`config.mk`:
```
export PLATFORM = sky130hd
export DESIGN_NAME = uart_rx_ctrl
export DESIGN_NICKNAME = d
export VERILOG_FILES = /design/src/rtl/uart_rx_ctrl.sv
export SDC_FILE = /design/constraint.sdc
export NUM_CORES = 1
export LEC_CHECK = 0
export BUFFER_PORTS_ARGS = -buffer_cell sky130_fd_sc_hd__buf_2
export CORE_MARGIN = 5
export CORE_UTILIZATION = 50
export CTS_BUF_LIST = sky130_fd_sc_hd__clkbuf_4
export DETAILED_ROUTE_END_ITERATION = 6
export PLACE_DENSITY_LB_ADDON = 0.25
export SLEW_MARGIN = 5
export SYNTH_ARGS = -nofsm -noshare
export SYNTH_HDL_FRONTEND = slang
export SYNTH_SLANG_ARGS = --single-unit
```
`constraint.sdc`:
```
create_clock -name clk -period 5.86 [get_ports clk]
set_clock_uncertainty 0.2 [all_clocks]
set_input_delay 0.879 -clock clk [delete_from_list [all_inputs] [get_ports clk]]
set_output_delay 0.879 -clock clk [all_outputs]
set_load 0.02 [all_outputs]
```
`src/rtl/uart_rx_ctrl.sv`:
```
// UART receive-side controller: turns receiver level indications into single events,
// queues accepted bytes with parity status in a FWFT FIFO, and keeps saturating statistics.
module uart_rx_ctrl #(
  parameter int DEPTH = 8,
  parameter int CNT_W = 8
) (
  input  logic                     clk,
  input  logic                     reset,
  input  logic [7:0]               rx_data,
  input  logic                     rx_valid,
  input  logic                     rx_parity_error,
  input  logic                     rx_stop_error,
  input  logic                     enable,
  input  logic                     drop_bad,
  input  logic                     clr_stats,
  output logic [7:0]               m_data,
  output logic                     m_perr,
  output logic                     m_valid,
  input  logic                     m_ready,
  output logic [$clog2(DEPTH):0]   fifo_count,
  output logic [CNT_W-1:0]         overflow_cnt,
  output logic [CNT_W-1:0]         perr_cnt,
  output logic [CNT_W-1:0]         ferr_cnt,
  output logic                     irq
);

  localparam int PW = $clog2(DEPTH);
  localparam int CW = PW + 1;

  typedef enum logic [1:0] {
    ARMED = 2'd0,
    WRITE = 2'd1,
    HOLD  = 2'd2
  } state_t;

  state_t           state_r, state_nxt_s;
  logic [7:0]       stage_data_r;
  logic             stage_perr_r;
  logic [8:0]       mem_r [DEPTH];
  logic [PW-1:0]    wr_ptr_r, rd_ptr_r;
  logic [CW-1:0]    count_r;
  logic [CNT_W-1:0] ovf_cnt_r, perr_cnt_r, ferr_cnt_r;
  logic             ovf_flag_r;
  logic             stop_prev_r;
  logic             irq_r;

  logic capture_s, push_s, pop_s, full_s, m_valid_s;
  logic ovf_inc_s, perr_inc_s, ferr_inc_s;

  function automatic logic [CNT_W-1:0] sat_inc(input logic [CNT_W-1:0] v);
    if (v == {CNT_W{1'b1}}) begin
      sat_inc = v;
    end else begin
      sat_inc = v + CNT_W'(1'b1);
    end
  endfunction

  assign m_valid_s  = (count_r != {CW{1'b0}});
  assign full_s     = (count_r == CW'(DEPTH));
  assign pop_s      = m_valid_s & m_ready;
  assign ferr_inc_s = rx_stop_error & ~stop_prev_r & enable;

  // Capture FSM next state and push decision; a pop in the WRITE cycle frees a full slot.
  always_comb begin
    state_nxt_s = state_r;
    capture_s   = 1'b0;
    push_s      = 1'b0;
    ovf_inc_s   = 1'b0;
    perr_inc_s  = 1'b0;
    case (state_r)
      ARMED: begin
        if (enable && rx_valid) begin
          capture_s   = 1'b1;
          state_nxt_s = WRITE;
        end else begin
          state_nxt_s = ARMED;
        end
      end
      WRITE: begin
        state_nxt_s = HOLD;
        perr_inc_s  = stage_perr_r;
        if (stage_perr_r && drop_bad) begin
          push_s = 1'b0;
        end else if (full_s && !pop_s) begin
          ovf_inc_s = 1'b1;
        end else begin
          push_s = 1'b1;
        end
      end
      HOLD: begin
        if (!rx_valid) begin
          state_nxt_s = ARMED;
        end else begin
          state_nxt_s = HOLD;
        end
      end
      default: state_nxt_s = ARMED;
    endcase
  end

  // FSM state and staging register.
  always_ff @(posedge clk or posedge reset) begin
    if (reset) begin
      state_r      <= ARMED;
      stage_data_r <= 8'h00;
      stage_perr_r <= 1'b0;
    end else begin
      state_r <= state_nxt_s;
      if (capture_s) begin
        stage_data_r <= rx_data;
        stage_perr_r <= rx_parity_error;
      end
    end
  end

  // FIFO storage; cleared on reset so the head reads zero afterwards.
  always_ff @(posedge clk or posedge reset) begin
    if (reset) begin
      for (int i = 0; i < DEPTH; i++) begin
        mem_r[i] <= 9'h000;
      end
    end else if (push_s) begin
      mem_r[wr_ptr_r] <= {stage_perr_r, stage_data_r};
    end
  end

  // FIFO pointers and occupancy.
  always_ff @(posedge clk or posedge reset) begin
    if (reset) begin
      wr_ptr_r <= {PW{1'b0}};
      rd_ptr_r <= {PW{1'b0}};
      count_r  <= {CW{1'b0}};
    end else begin
      if (push_s) begin
        wr_ptr_r <= wr_ptr_r + PW'(1'b1);
      end
      if (pop_s) begin
        rd_ptr_r <= rd_ptr_r + PW'(1'b1);
      end
      case ({push_s, pop_s})
        2'b10:   count_r <= count_r + CW'(1'b1);
        2'b01:   count_r <= count_r - CW'(1'b1);
        default: count_r <= count_r;
      endcase
    end
  end

  // Statistics counters and sticky overflow; a clear beats a coincident increment.
  always_ff @(posedge clk or posedge reset) begin
    if (reset) begin
      ovf_cnt_r  <= {CNT_W{1'b0}};
      perr_cnt_r <= {CNT_W{1'b0}};
      ferr_cnt_r <= {CNT_W{1'b0}};
      ovf_flag_r <= 1'b0;
    end else if (clr_stats) begin
      ovf_cnt_r  <= {CNT_W{1'b0}};
      perr_cnt_r <= {CNT_W{1'b0}};
      ferr_cnt_r <= {CNT_W{1'b0}};
      ovf_flag_r <= 1'b0;
    end else begin
      if (ovf_inc_s) begin
        ovf_cnt_r  <= sat_inc(ovf_cnt_r);
        ovf_flag_r <= 1'b1;
      end
      if (perr_inc_s) begin
        perr_cnt_r <= sat_inc(perr_cnt_r);
      end
      if (ferr_inc_s) begin
        ferr_cnt_r <= sat_inc(ferr_cnt_r);
      end
    end
  end

  // Framing-error edge history and registered interrupt.
  always_ff @(posedge clk or posedge reset) begin
    if (reset) begin
      stop_prev_r <= 1'b0;
      irq_r       <= 1'b0;
    end else begin
      stop_prev_r <= rx_stop_error;
      irq_r       <= m_valid_s | ovf_flag_r;
    end
  end

  assign m_data       = mem_r[rd_ptr_r][7:0];
  assign m_perr       = mem_r[rd_ptr_r][8];
  assign m_valid      = m_valid_s;
  assign fifo_count   = count_r;
  assign overflow_cnt = ovf_cnt_r;
  assign perr_cnt     = perr_cnt_r;
  assign ferr_cnt     = ferr_cnt_r;
  assign irq          = irq_r;

endmodule

```
==> summary.md, run 1 <==
| Metric | Value |
|---|---|
| Register area | `0.00300 mm²` |
| Combinational Power Share | `29.2%` |
| HPWL Detailed | `7.20 mm` |
| Switching fraction of total power | `31.5%` |
| Final Cycle Share | `between 60% and 70%` |
| DRC viols | `0` |
| Synth top area cells | `dfrtp_1 (54%), mux2_2 (15%), mux4_2 (7.3%)` |
| Critical path origin | `rd_ptr_r[1]$_DFFE_PP0P_` |
| Gr ovfl total | `0` |
| Clock network fraction of total power | `roughly a quarter` |
| Starting Density | `51.2%` |
| Worst reg2reg path depth | `9` |
| Cell Pwr Density | `460 mW/mm²` |
| Post-synthesis register bit count | `120` |
| Synth warn | `0` |
| Clock Sinks | `120` |
| Vias in the first global route | `3,635` |
| Layout cells sized above 1 | `39.5%` |
| FF-to-FF Start | `fifo_count[2]$_DFFE_PP0P_` |
| Dominant synthesized flop cell | `dfrtp_1` |
| Post-Synthesis Cells | `approximately 400` |
| Routed vias | `3,467` |
| Pre-CTS setup slack | `2.70 ns` |
| Worst EP arrival | `2.59 ns` |
| Hold Path Class | `reg2reg` |
| Post-Syn Area per Cell | `13.9 µm²` |
| Syn_nets | `426` |
| Leak | `0.00294 µW` |
| CP Max Fanout | `20` |
| Vias/cell | `around 5.7` |
| Clk slew on worst S/H paths | `0.11 ns` |
| Highest Clock Rate | `0.272 GHz` |
| Num CTS Buffers | `17` |
| Site row count | `38` |
| Final WL | `about 11 mm` |
| CTS tree | `yes` |
| Clock Latency Late Sink | `0.50 ns` |
| CTS-repair resized insts | `0` |
| MaxCap Viol Count | `0` |
| Flop pwr share | `a little under half` |
| Global-route wire length before repair | `18.6 mm` |
| CP Launch Type | `flop` |
| Worst-margin pin slew | `about 1 ns` |
| Slew HR | `31.3%` |
| EDFF count, synth | `0` |
| Post-cts hold buffer count | `0` |
| Top-level I/O count | `56` |
| Fin. Hold Viols | `0` |
| WHS Path Cells | `2` |
| DR WL/cell | `17.9 µm` |
| Share of the synthesized area in the top cell type | `about 54%` |
| Total track usage | `18.2%` |
| Die ar. | `~0.013 mm²` |
| Post-layout minimum cycle time | `3.67 ns` |
| Setup TNS | `0 ns` |
| Die height | `116 µm` |
| Max VDD drop | `0.000209 V` |
| Worst Path Class, Setup | `reg2out` |
| Crit path capture type | `primary output` |
| Min-delay src | `ovf_flag_r$_DFFE_PP0P_` |
| Switch Pwr | `slightly above 900 µW` |
| Number of port buffers | `55` |
| RSZ-0062 raised after global routing | `no` |
| Final Wtd Congestion | `0.808` |
| Antenna violations before repair | `0` |
| Seq/Total Area, Yosys | `a little over half` |
| Clk Tree Root Cell | `clkbuf_4` |
| Biggest area consumer among synthesized cells | `dfrtp_1` |
| Final Util | `58.1%` |
| Max-slew violations | `0` |
| CTS max path bufs | `2` |
| Status | `completed` |
| DRT iter0 DRCs | `159` |
| Nets@finish | `between 400 and 500` |
| Fill cells | `900` |
| Number of setup buffers added after CTS | `0` |
| Drt first pass iters | `5` |
| Die Width | `116 µm` |
| Yosys cell types | `44` |
| Multi-input logic area | `between 0.002 and 0.0025 mm²` |
| N_diodes | `0` |
| Setup violations, final | `0` |
| Core area | `~0.011 mm²` |
| Ys async rst share | `between 90% and 100%` |
| Required time of the critical path | `4.78 ns` |
| Final setup margin | `2.19 ns` |
| H-tree depth | `4` |
| Pin count of the biggest net entering global routing | `70` |
| Int Pwr | `between 1500 and 2000 µW` |
| Area Growth Syn to Fin | `13.5%` |
| Post-DRT Antenna Nets | `0` |
| Mapped Area | `0.00557 mm²` |
==> logic make-up after synthesis <==
kind of cell               count (synthesis)  share of synthesized area, %
xor gates and xnor gates                  21                          3.30
DFF                                      120                          53.9
buffers and inverters                     25                          1.73
AOI/OAI and AO/OA                         32                          4.45
and+or+nand+nor                           81                          8.20
adders and majority gates                  8                          1.80
muxes                                    114                          26.6
==> metal layers <==
metal / share of wire, % / up-vias / global-route usage (%)
li1: - / 1618 / -
met1: 46 / 1781 / 24.2
met2: 49 / 50 / 29.3
met3: 3.4 / 18 / 4.65
met4: 1.6 / 0 / 6.49
met5: 0 / - / 0
==> cell usage after synthesis, drive strengths merged, types with 6 or more instances <==
cell type and count:
nand3 7, a211oi 6, a21oi 6, mux4 18
mux2 93, ha 8, nand2 16, inv 7
xnor2 11, dfrtp 120, nor2 19, xor2 10
clkbuf 15
==> registers in the layout, indices dropped and copies added, names as in the netlist <==
| signal | flops |
|---|---|
| stop_prev_r | 1 |
| irq | 1 |
| stage_perr_r | 1 |
| state_r | 2 |
| ovf_flag_r | 1 |
| mem_r | 72 |
| rd_ptr_r | 3 |
| wr_ptr_r | 3 |
| perr_cnt | 8 |
| fifo_count | 4 |
| stage_data_r | 8 |
| overflow_cnt | 8 |
| ferr_cnt | 8 |
==> path summary, 6_finish.rpt <==
kind	endpoint	slack, ns
worst max register to register	fifo_count[2]$_DFFE_PP0P_	3.14
min in group asynchronous	mem_r[52]$_DFFE_PP0P_	0.36
worst max-delay path	m_data[3]	2.19
worst min-delay path	irq$_DFF_PP0_	0.27
worst min register to register	irq$_DFF_PP0_	0.27
max in group asynchronous	mem_r[53]$_DFFE_PP0P_	3.95
==> through the flow <==
stage | hold WS, ns | cell area [µm²] | instances | total power (µW)
6_report | 0.270 | 6320 | 613 | 2910
3_3_place_gp | 0.238 | 5980 | 581 | 2210
4_1_cts | 0.274 | 6320 | 613 | 2950
5_1_grt | 0.268 | 6320 | 613 | 3100
3_5_place_dp | 0.252 | 5980 | 581 | 2250
2_1_floorplan | 0.227 | 5570 | 401 | 2000
==> cell type report <==
cell class	count	share of cell area, %
Timing Repair Buffer	58	4.71
Clock buffer	18	2.14
Sequential cell	120	47.5
Tap cell	140	2.77
Clock inverter	14	3.25
Inverter	7	0.455
Multi-Input combinational cell	256	39.2
==> critical path: stages (launching register included) <==
cell and delay, ns:
dfrtp_1 1.03, mux4_2 0.61, mux2_2 0.29, buf_2 0.16
==> cell usage in the layout (no fill, tap or decap), types with 2 or more instances in the layout <==
cell type,n
or3_1,2
or4b_1,2
bufinv_16,5
nand3b_1,4
o211ai_1,2
o21ai_0,4
nand3_1,7
nand2b_1,2
a211oi_1,6
buf_2,55
xnor2_1,11
or4_1,4
o31ai_1,2
mux4_2,18
mux2i_1,3
nor3_1,3
o311ai_0,3
clkinvlp_4,3
nor2_1,19
a2111oi_0,2
mux2_2,75
a21oi_1,6
nand4b_1,4
nand4_1,3
inv_1,5
and4_1,2
mux2_1,18
nor2b_1,3
and2_1,3
clkinv_2,4
buf_4,3
clkbuf_4,18
xor2_1,10
o41ai_1,4
dfrtp_1,120
ha_1,8
nand2_1,16
==> power groups by stage <==
stage | clock network (µW) | registers [µW] | logic (µW)
after floorplan | 0 | 1260 | 743
after global placement | 0 | 1370 | 837
after detailed placement | 0 | 1390 | 864
after CTS | 707 | 1370 | 868
after global routing | 746 | 1410 | 939
final | 690 | 1370 | 850
No activity file was read; power rests on OpenSTA's default activity.
==> run 2: changes to the inputs <==
Clock period 5.86 ns to 3.6 ns, I/O delays scaled along.
==> summary.md, run 2 (synthesis gave the netlist of run 1 again) <==
| Metric | Value |
|---|---|
| Pre-CTS setup slack | `0.845 ns (-1.85 ns)` |
| Vias/cell | `5.61 (-0.85%)` |
| Vias in the first global route | `3,724 (+2.4%)` |
| CTS-repair resized insts | `0 (unchanged)` |
| Crit path capture type | `primary output` |
| Post-cts hold buffer count | `2 (+2)` |
| Layout cells sized above 1 | `40.2% (+0.71 points)` |
| MaxCap Viol Count | `0 (unchanged)` |
| Global-route wire length before repair | `18.8 mm (+0.89%)` |
| Slew HR | `33.5% (+2.2 points)` |
| Hold Path Class | `in2reg` |
| Die height | `116 µm (unchanged)` |
| CTS max path bufs | `2 (unchanged)` |
| CP Max Fanout | `20 (unchanged)` |
| Fin. Hold Viols | `0 (unchanged)` |
| Post-DRT Antenna Nets | `0 (unchanged)` |
| Final Cycle Share | `81.1%` |
| Post-layout minimum cycle time | `2.92 ns` |
| Antenna violations before repair | `0 (unchanged)` |
| Worst-margin pin slew | `0.990 ns (-0.0403 ns)` |
| DRT iter0 DRCs | `135 (-15%)` |
| Num CTS Buffers | `17 (unchanged)` |
| Final Power | `4490 µW (+54%)` |
| H-tree depth | `4 (unchanged)` |
| Drt first pass iters | `4 (-1)` |
| Total track usage | `18.3% (+0.038 points)` |
| Clk Tree Root Cell | `clkbuf_4` |
| Cell Pwr Density | `710 mW/mm² (+54%)` |
| RSZ-0062 raised after global routing | `no` |
| R2R Path End | `fifo_count[3]$_DFFE_PP0P_` |
| Final WL | `10.9 mm (-0.96%)` |
| Max VDD drop | `0.000288 V (+38%)` |
| Most frequent cells in the layout | `dfrtp_1 (120), mux2_2 (75), buf_2 (55)` |
| CP Launch Type | `flop` |
| Core area | `0.0109 mm² (unchanged)` |
| Max reg flops | `72 (unchanged)` |
| Setup TNS | `0 ns (unchanged)` |
| Worst Path Class, Setup | `reg2out` |
| Fill cells | `905 (+0.56%)` |
| Biggest register | `mem_r` |
| Starting Density | `51.2% (unchanged)` |
| Leading cell type in the layout, fill and taps excluded | `dfrtp_1` |
| DR WL/cell | `17.5 µm (-2.4%)` |
| Leak | `0.00295 µW (+0.23%)` |
| Die ar. | `0.0134 mm² (unchanged)` |
| Number of port buffers | `55 (unchanged)` |
| Number of setup buffers added after CTS | `0 (unchanged)` |
| Clock Sinks | `120 (unchanged)` |
| R2R Setup Slk | `0.84 ns (-2.30 ns)` |
| Gr ovfl total | `0 (unchanged)` |
| N_diodes | `0 (unchanged)` |
| Pin count of the biggest net entering global routing | `47 (-33%)` |
| Setup violations, final | `0 (unchanged)` |
| Site row count | `38 (unchanged)` |
| Required time of the critical path | `2.86 ns (-1.92 ns)` |
| FF-to-FF Start | `fifo_count[0]$_DFFE_PP0P_` |
| Final setup margin | `0.681 ns (-1.51 ns)` |
| Final Wtd Congestion | `0.773 (-4.4%)` |
| Status | `completed` |
| Clk slew on worst S/H paths | `0.10 ns (about the same)` |
| Area Growth Syn to Fin | `13.4% (about the same)` |
| WHS Path Cells | `2 (unchanged)` |
| Clock Latency Late Sink | `0.49 ns (about the same)` |
| Routed vias | `3,488 (+0.61%)` |
| Worst EP arrival | `2.18 ns (-0.41 ns)` |
| DRC viols | `0 (unchanged)` |
| CTS tree | `yes` |
| Die Width | `116 µm (unchanged)` |
| HPWL Detailed | `7.38 mm (+2.5%)` |
| Nets@finish | `494 (+1.9%)` |
| Max-slew violations | `0 (unchanged)` |
| Highest Clock Rate | `0.343 GHz` |
| WHS Endpoint | `stage_data_r[5]$_DFFE_PP0P_` |
| Min-delay src | `rx_data[5]` |
| Worst reg2reg path depth | `7 (-2)` |
| Top-level I/O count | `56 (unchanged)` |
run 2: cell count changes in the layout (fill, tap and decap cells not counted), sizes merged:
cell,previous run,this run
buf,58,65
clkbuf,18,23
dlygate4sd3,0,2
inv,7,6
bufinv,5,1
run 2: critical path, stage by stage (launching register included):
cell and delay [ns]:
dfrtp_1 0.33, buf_4 0.34, mux4_2 0.56, mux2_2 0.29, buf_2 0.16
run 2: worst max path at each step:
stage                            endpoint                    start  depth (start not counted)  slack, ns
finish                          m_data[6]  rd_ptr_r[0]$_DFFE_PP0P_                          4       0.68
global route                    m_data[6]  rd_ptr_r[0]$_DFFE_PP0P_                          4       0.51
CTS                             m_data[6]  rd_ptr_r[0]$_DFFE_PP0P_                          4       0.60
detailed placement  mem_r[53]$_DFFE_PP0P_                  m_ready                          6       0.85
global placement    mem_r[55]$_DFFE_PP0P_                  m_ready                          6       0.91
floorplan                       m_data[6]  rd_ptr_r[0]$_DFFE_PP0P_                          4       0.72
run 2: per-stage QoR:
stage / utilization [%] / area, µm² / hold WS [ns] / std cells
after detailed placement: 55.6 / 6050 / 0.243 / 588
after global placement: 55.6 / 6050 / 0.241 / 588
after floorplan: - / 5570 / 0.227 / 401
after global routing: 58.0 / 6320 / 0.0129 / 622
after CTS: 58.0 / 6320 / 0.0226 / 622
final: 58.0 / 6320 / 0.0694 / 622
run 2: layout make-up:
cell class	count	area [µm²]	share of cell area [%]
sequential	120	3000	47.5
clock inverter	9	77.6	1.23
multi-input combinational	256	2480	39.2
tap	140	175	2.77
clock buffer	23	173	2.73
inverter	7	30.0	0.475
timing repair buffer	67	383	6.06
run 2: routing by layer:
layer	wire length (µm)	track usage, %	up-vias
li1	-	-	1638
met2	5340	30.2	52
met5	0	0	-
met4	138	5.87	0
met3	387	4.65	11
met1	5030	23.7	1787
run 2: report_power, final:
group / switching, µW / total [µW] / internal [µW] / leakage [µW]
logic: 647 / 1490 / 845 / 0.00124
registers: 349 / 2140 / 1800 / 0.00157
clock network: 467 / 850 / 383 / 0.000142
total: 1460 / 4490 / 3020 / 0.00295
==> run 3: changes to the inputs <==
Settings changed: ABC_AREA from default to 1.
Clock period 3.6 ns to 2.5 ns, I/O delays scaled along.
==> summary.md, run 3 <==
| Metric | Value |
|---|---|
| Status | `completed` |
| Final Power | `7480 µW (+67%)` |
| Most frequent cells in the layout | `nand2_1 (298), dfrtp_1 (117), nand3_1 (86)` |
| Required time of the critical path | `1.92 ns (-0.94 ns)` |
| CP Max Fanout | `8 (-60%)` |
| Most instantiated cells after synthesis | `nand2_1 (301), dfrtp_1 (120), nand3_1 (86)` |
| Biggest area consumer among synthesized cells | `dfrtp_1` |
| Die Width | `121 µm (+4.9%)` |
| Register area | `0.00301 mm² (+0.12%)` |
| Starting Density | `51.3% (+0.10 points)` |
| Slew HR | `54.7% (+21 points)` |
| Ys async rst share | `100% (unchanged)` |
| Leading cell type in the layout, fill and taps excluded | `nand2_1` |
| Post-Synthesis Cells | `814 (+100%)` |
| Fill cells | `1,096 (+21%)` |
| N_diodes | `0 (unchanged)` |
| Nets@finish | `908 (+84%)` |
| Post-Syn Area per Cell | `7.60 µm² (-45%)` |
| Vias/cell | `5.21 (-7.0%)` |
| Num CTS Buffers | `17 (unchanged)` |
| Share of the synthesized area in the top cell type | `48.6% (-5.3 points)` |
| Synth top area cells | `dfrtp_1 (49%), nand2_1 (18%), nand3_1 (7.0%)` |
| Final Cell Area | `0.00715 mm² (+13%)` |
| Placed cell area | `0.00657 mm² (+8.6%)` |
| Final Util | `59.3% (+1.2 points)` |
| Syn_nets | `839 (+97%)` |
| H-tree depth | `4 (unchanged)` |
| Fin. Hold Viols | `0 (unchanged)` |
| Vias in the first global route | `5,318 (+43%)` |
| Die ar. | `0.0147 mm² (+10%)` |
| Multi-input logic area | `0.00283 mm² (+14%)` |
| Highest Clock Rate | `between 0.4 and 0.5 GHz` |
| Biggest register | `mem_r` |
| RSZ-0062 raised after global routing | `yes` |
| Clock Latency Late Sink | `0.53 ns (+0.04 ns)` |
| Yosys cell types | `33 (-25%)` |
| Fin cells | `1,062 (+71%)` |
| Hold Path Class | `in2reg` |
| Core area | `0.0121 mm² (+11%)` |
| Critical path origin | `rd_ptr_r[0]$_DFFE_PP0P_` |
| HPWL Detailed | `9.94 mm (+35%)` |
| Final WL | `15.2 mm (+39%)` |
| Worst-path cell chain | `clkinv_4 > clkbuf_16 > o21ai_1 > o21ai_0 > nand2_1 > nand2_1 > buf_2` |
| Drt first pass iters | `5 (+1)` |
| Max VDD drop | `0.000432 V (+50%)` |
| Clock Sinks | `120 (unchanged)` |
| Seq/Total Area, Yosys | `48.6% (-5.3 points)` |
| Final Cycle Share | `97.5%` |
| Worst-margin pin slew | `0.680 ns (-0.310 ns)` |
| Antenna violations before repair | `0 (unchanged)` |
| Global-route wire length before repair | `25.0 mm (+33%)` |
| CTS tree | `yes` |
| Number of port buffers | `55 (unchanged)` |
| Slowest cell on the critical path | `dfrtp_2` |
| Top cell by count, worst path | `nand2_1` |
| CP Launch Type | `flop` |
| Cell Pwr Density | `1050 mW/mm² (+47%)` |
| Setup violations, final | `0 (unchanged)` |
| Worst Path Class, Setup | `reg2out` |
| Leak | `0.00387 µW (+31%)` |
| DRT iter0 DRCs | `436 (+220%)` |
| Worst EP arrival | `1.86 ns (-0.32 ns)` |
| Clk slew on worst S/H paths | `0.10 ns (about the same)` |
| Area Growth Syn to Fin | `15.6%` |
| Final Wtd Congestion | `0.851 (+10%)` |
| EDFF count, synth | `0 (unchanged)` |
| Post-layout minimum cycle time | `~2.4 ns` |
| Synth warn | `0 (unchanged)` |
| Layout cells sized above 1 | `17.0% (-23 points)` |
| Clk Tree Root Cell | `clkbuf_4` |
| Slowest Stage Delay on Critical Path | `0.48 ns (-0.08 ns)` |
| Die height | `121 µm (+4.9%)` |
| DR WL/cell | `14.3 µm (-18%)` |
| Setup TNS | `0 ns (unchanged)` |
| CTS max path bufs | `2 (unchanged)` |
| Most frequent cell after synthesis | `nand2_1` |
| Routed vias | `5,538 (+59%)` |
| MaxCap Viol Count | `0 (unchanged)` |
| Crit path capture type | `primary output` |
| Post-DRT Antenna Nets | `0 (unchanged)` |
| Max-slew violations | `0 (unchanged)` |
| Gr ovfl total | `0 (unchanged)` |
| Dominant synthesized flop cell | `dfrtp_1` |
| Min-delay src | `enable` |
| Site row count | `40 (+5.3%)` |
| Total track usage | `20.9% (+2.7 points)` |
| Placed insts | `1,009 (+72%)` |
| FF-to-FF Start | `fifo_count[0]$_DFFE_PP0P_` |
| Pin count of the biggest net entering global routing | `121 (+160%)` |
| Top-level I/O count | `56 (unchanged)` |
| Post-synthesis register bit count | `120 (unchanged)` |
| Max reg flops | `72 (unchanged)` |
| DRC viols | `0 (unchanged)` |
| Mapped Area | `0.00618 mm² (+11%)` |
[run 3: path summary, 6_finish.rpt]
path | endpoint | slack (ns) | depth (start not counted)
max | m_data[2] | 0.06 | 7
min | stage_data_r[2]$_DFFE_PP0P_ | 0.12 | 4
max reg2reg | fifo_count[2]$_DFFE_PP0P_ | 0.20 | 14
min reg2reg | mem_r[9]$_DFFE_PP0P_ | 0.28 | 2
max in group asynchronous | mem_r[58]$_DFFE_PP0P_ | 1.23 | 4
min in group asynchronous | mem_r[39]$_DFFE_PP0P_ | 0.32 | 4
[run 3: cell type report]
type                    count  area share [%]
multi-input cells         607            39.6
well taps                 168            2.94
repair buffers             85            9.31
inverters                  52            2.87
flip-flops and latches    120            42.1
clock inverters             7           0.770
clock buffers              23            2.42
[run 3: timing repair]
item                       4_1_cts  5_1_grt
gates resized for setup          2       66
pin swaps                        0        4
setup endpoints to repair        9       10
cloned                           0        4
buffers inserted                 0        5
hold buffers                    14        0
hold endpoints to repair       134        0
[run 3: critical path: cells and delay by family (launching register included)]
kind,cells,cell delay (ns)
flops,1,0.48
buf+inv,3,0.50
compound gates,2,0.24
simple gates,2,0.11
[run 3: layer usage]
layer	share of wire [%]	global-route usage, %
met4	2.5	7.98
met3	5.2	4.10
met2	47	33.9
met5	0	0
met1	45	27.9
[run 3: metrics by stage]
step	hold slack (ns)	setup WS, ns
after CTS	0.0736	-0.000101
after detailed placement	0.254	0.0859
after floorplan	0.206	0.0892
after global routing	0.103	-0.0669
after global placement	0.248	0.261
final	0.117	0.0636
[run 3: cells by family after synthesis]
logic type / Yosys count / share of synthesized area, %
AOI/OAI and AO/OA: 85 / 7.24
xor gates and xnor gates: 6 / 0.850
adders and majority gates: 8 / 1.62
buffers and inverters: 87 / 6.54
DFF: 120 / 48.6
and+or+nand+nor: 508 / 35.2
[run 3: where the power goes]
group / internal, µW / leakage [µW] / total, µW / switching, µW
clock network: 533 / 0.000134 / 1210 / 677
logic: 1220 / 0.00215 / 3190 / 1970
registers: 2550 / 0.00159 / 3080 / 531
